$ cat src/rtl/fifo_wr_arbiter.sv
// Round-robin arbiter that shares one FIFO write port among NREQ producers in the clk_w domain.
// Define FIFO_WR_ARB_STAT_EN to add the wr_words / full_stalls statistics outputs.
module fifo_wr_arbiter #(
   parameter int NREQ     = 4,
   parameter int DWIDTH   = 8,
   parameter int MAXBURST = 4,
   parameter int idsize   = 2
) (
   input  logic                     clk_w,
   input  logic                     rst_w,
   input  logic [NREQ-1:0]          req,
   input  logic [NREQ*DWIDTH-1:0]   din,
   input  logic                     full,
   output logic [NREQ-1:0]          ack,
   output logic                     wr_en,
   output logic [DWIDTH-1:0]        wdata,
   output logic [idsize-1:0]        owner,
   output logic                     busy
`ifdef FIFO_WR_ARB_STAT_EN
   ,
   output logic [31:0]              wr_words,
   output logic [31:0]              full_stalls
`endif
);

   localparam int CNTW = (MAXBURST > 1) ? $clog2(MAXBURST) : 1;

   typedef enum logic {S_IDLE, S_BURST} state_t;

   state_t              state_q, state_d;
   logic [idsize-1:0]   owner_q, owner_d;
   logic [CNTW-1:0]     cnt_q, cnt_d;
   logic [idsize-1:0]   cand;
   logic                found;
   logic                own_req;
   logic                accept;
   logic                stall;
   logic [DWIDTH-1:0]   din_a [NREQ];

   for (genvar i = 0; i < NREQ; i++) begin : g_slice
      assign din_a[i] = din[i*DWIDTH +: DWIDTH];
   end

   assign own_req = req[owner_q];

   always_comb begin
      state_d = state_q;
      owner_d = owner_q;
      cnt_d   = cnt_q;
      found   = 1'b0;
      cand    = '0;
      accept  = 1'b0;
      stall   = 1'b0;
      case (state_q)
         S_IDLE: begin
            // Search starts just after the last owner, so it gets the lowest priority.
            for (int k = 1; k <= NREQ; k++) begin
               cand = idsize'((int'(owner_q) + k) % NREQ);
               if (!found && req[cand]) begin
                  found   = 1'b1;
                  owner_d = cand;
               end
            end
            if (found) begin
               state_d = S_BURST;
               cnt_d   = '0;
            end
         end
         S_BURST: begin
            accept = own_req & ~full;
            stall  = own_req & full;
            if (!own_req) begin
               state_d = S_IDLE;
               cnt_d   = '0;
            end else if (!full) begin
               if (cnt_q == CNTW'(MAXBURST - 1)) begin
                  state_d = S_IDLE;
                  cnt_d   = '0;
               end else begin
                  cnt_d = cnt_q + CNTW'(1);
               end
            end
         end
         default: state_d = S_IDLE;
      endcase
   end

   always_comb begin
      ack   = '0;
      wdata = '0;
      if (accept) ack[owner_q] = 1'b1;
      // Data follows the owner for the whole burst; the FIFO ignores it without wr_en.
      if (state_q == S_BURST) wdata = din_a[owner_q];
   end

   assign wr_en = accept;
   assign owner = owner_q;
   assign busy  = (state_q == S_BURST);

   always_ff @(posedge clk_w or negedge rst_w) begin
      if (!rst_w) begin
         state_q <= S_IDLE;
         owner_q <= idsize'(NREQ - 1);
         cnt_q   <= '0;
      end else begin
         state_q <= state_d;
         owner_q <= owner_d;
         cnt_q   <= cnt_d;
      end
   end

`ifdef FIFO_WR_ARB_STAT_EN
   logic [31:0] wr_words_q, wr_words_d;
   logic [31:0] full_stalls_q, full_stalls_d;

   always_comb begin
      wr_words_d    = wr_words_q;
      full_stalls_d = full_stalls_q;
      if (accept && !(&wr_words_q))   wr_words_d    = wr_words_q + 32'd1;
      if (stall && !(&full_stalls_q)) full_stalls_d = full_stalls_q + 32'd1;
   end

   always_ff @(posedge clk_w or negedge rst_w) begin
      if (!rst_w) begin
         wr_words_q    <= '0;
         full_stalls_q <= '0;
      end else begin
         wr_words_q    <= wr_words_d;
         full_stalls_q <= full_stalls_d;
      end
   end

   assign wr_words    = wr_words_q;
   assign full_stalls = full_stalls_q;
`endif

endmodule

$ cat config.mk
export PLATFORM = sky130hd
export DESIGN_NAME = fifo_wr_arbiter
export DESIGN_NICKNAME = d
export VERILOG_FILES = /design/src/rtl/fifo_wr_arbiter.sv
export SDC_FILE = /design/constraint.sdc
export NUM_CORES = 1
export LEC_CHECK = 0
export CORE_MARGIN = 2
export CORE_UTILIZATION = 50
export DETAILED_ROUTE_END_ITERATION = 8
export DONT_BUFFER_PORTS = 1
export PLACE_DENSITY = 0.73
export RECOVER_POWER = 100
export SYNTH_ARGS = -nofsm -noshare
export SYNTH_HDL_FRONTEND = slang
export SYNTH_SLANG_ARGS = --single-unit
$ cat constraint.sdc
create_clock -name clk_w -period 3.9 [get_ports clk_w]
set_input_delay 0.39 -clock clk_w [delete_from_list [all_inputs] [get_ports clk_w]]
set_output_delay 0.39 -clock clk_w [all_outputs]
set_load 0.005 [all_outputs]
==> out/results.tsv <==
metric	value	unit
holdWs	325	ps
rsz0062_at_grt	false	
grt_antenna_before_repair	0	
ff_latch_area	128	um2
die_w	42.9	um
grt_util_met2	25.5	%
grt_remaining_overflow	0	
syn_area	756	um2
required	4060	ps
crit_fanout	20	
hold_viol_final	0	
diodes	0	
use_met1	20.8	%
syn-num-nets	113	
endpoint_kind	flip-flop	
gp_congestion	0.843	
wirelength	1.58	mm
irDropWorstVdd	0.298	mV
wl_per_cell	18.4	um
min_path_cells	2	
vias_per_cell	6.90	
synth_compound_area_share	9.11	%
path_class	reg2reg	
ctsResizeCount	0	
vias	593	
status	finished, final reports clean	
nets	115	
grt-busiest-layer	met2	
layout_common_cells	and2_0, mux4_2, o21ai_0, ha_1	
cts_htree_levels	1	
rr_worst_depth	6	
min_to	busy	
synth_top_family_by_area	multiplexers	
syn_inst	69	
grt_pass1_wl	2.35	mm
post_cts_buffers	0	
ctsHoldBuffers	1	
cap_violations	0	
power_density	744	nW/um2
grt_util_met3	8.51	%
fin_worst_skew	2.30	ps
synth_fa_ha_area_share	8.28	%
dp.cells	81	
synth_seq_area_share	16.9	%
stdcell_area	786	um2
rr_startpoint	owner[0]	
clock_path_buffers	2	
drt-pass1-iter-count	4	
cts_tree	yes	
setup_viol	0	
grt_pass1_vias	518	
hp-class	in2reg	
drcViolationCount	0	
period_needed	3000	ps
postPlaceCellArea	749	um2
finalMaxSlewViolations	0	
slew_headroom	36.0	%
drtIter0Drc	7	
avgSynthCellArea	11.0	um2
ys_seq_elements	5	
rows	14	
leakage	0.000308	uW
synth_xor_area_share	1.16	%
cts_buffers	3	
setup_tns	0	ps
grt_max_degree	21	
fin_crit_sh	76.8	%
dp_hpwl	1.13	mm
synth_mux_area_share	42.7	%
core_area	1450	um2
layout_commonest_cell	and2_0	
clock_latency	250	ps
io_pins	55	
initial_utilization	52.0	%
cts_sinks	5	
critPathLaunchType	flip-flop	
clk_pin_slew	50	ps
syn_to_final_growth	3.97	%
synth-simple-area-share	16.4	%
fin_cells	86	
crit_arrival	3160	ps
min-delay-start	req[3]	
yosysWarnings	0	
r2r_slack	900	ps
die_h	42.9	um
cts_root_buf	clkbuf_4	
yosys.cell_types.count	24	
design.die.area	1840	um2
track_usage	17.9	%
nFillCells	122	
port_buffers	0	
drive_gt1_share	18.6	%
worst_pin_slew	960	ps
multi_input_area	587	um2
antenna_left	0	
fmax	0.334	GHz
r2r-end	owner[1]	
[how the worst max path moves through the flow]
stage / startpoint / to / cells past startpoint
after floorplan: owner[1] / owner[1] / 7
after global placement: owner[0] / owner[1] / 6
after detailed placement: owner[0] / owner[1] / 6
after CTS: owner[0] / owner[1] / 6
after global routing: owner[0] / owner[1] / 6
final: owner[0] / owner[1] / 6
[registers in the layout, summed over array words and instances, names as in the netlist]
name,cells
cnt_q,2
owner,2
busy,1
[stage by stage]
stage	utilization (%)	setup slack, ps	power, uW
2_1_floorplan	-	1340	487
3_3_place_gp	51.5	1310	508
3_5_place_dp	51.5	1210	524
4_1_cts	54.0	1200	592
5_1_grt	54.0	682	635
6_report	54.0	904	585
[cells in the mapped netlist, drive strengths merged]
library cell  count  area [um2]
nor2b             1        6.26
mux4             12         282
a211oi            1        7.51
xnor2             1        8.76
mux2              1        11.3
a41oi             1        8.76
dfrtp             3        75.1
nor2              2        7.51
ha                5        62.6
o21bai            1        7.51
inv               4        15.0
nand2             3        11.3
clkbuf            2        7.51
nor4              1        6.26
or3               1        6.26
and2             13        81.3
nor3              1        5.00
a21oi             4        20.0
dfstp             2        52.6
mux2i             3        30.0
o21ai             5        25.0
buf               2        18.8
[area by class of cell]
class                   count  share of cell area [%]
clock buffers               4                    3.34
inverters                   4                    1.91
multi-input cells          56                    74.7
flip-flops and latches      5                    16.2
well taps                  16                    2.55
repair buffers              1                    1.27
[cell families after synthesis]
family,after synthesis
AOI/OAI and AO/OA,12
and+or+nand+nor,22
xor gates and xnor gates,1
buffers and inverters,8
DFF,5
adders and majority gates,5
muxes,16
[critical path, cell delays in order (launching register included)]
cell     delay (ps)
dfstp_1        1140
inv_1           150
ha_1            420
mux4_2          540
or3_1           410
a21oi_1         180
a41oi_1          60
[report_power, final]
part | switching [uW] | internal, uW | total [uW]
clock | 24.8 | 38.9 | 63.7
combinational | 132 | 211 | 343
sequential | 96.7 | 81.5 | 178
[per-layer routing]
layer  share of wire, %  up-vias  routed length, um
met5                  0        -                  0
met3                 12        6                190
met1                 38      281                602
met2                 47       39                744
li1                   -      267                  -
met4                2.7        0                 42
(Power assumes the default switching activity.)
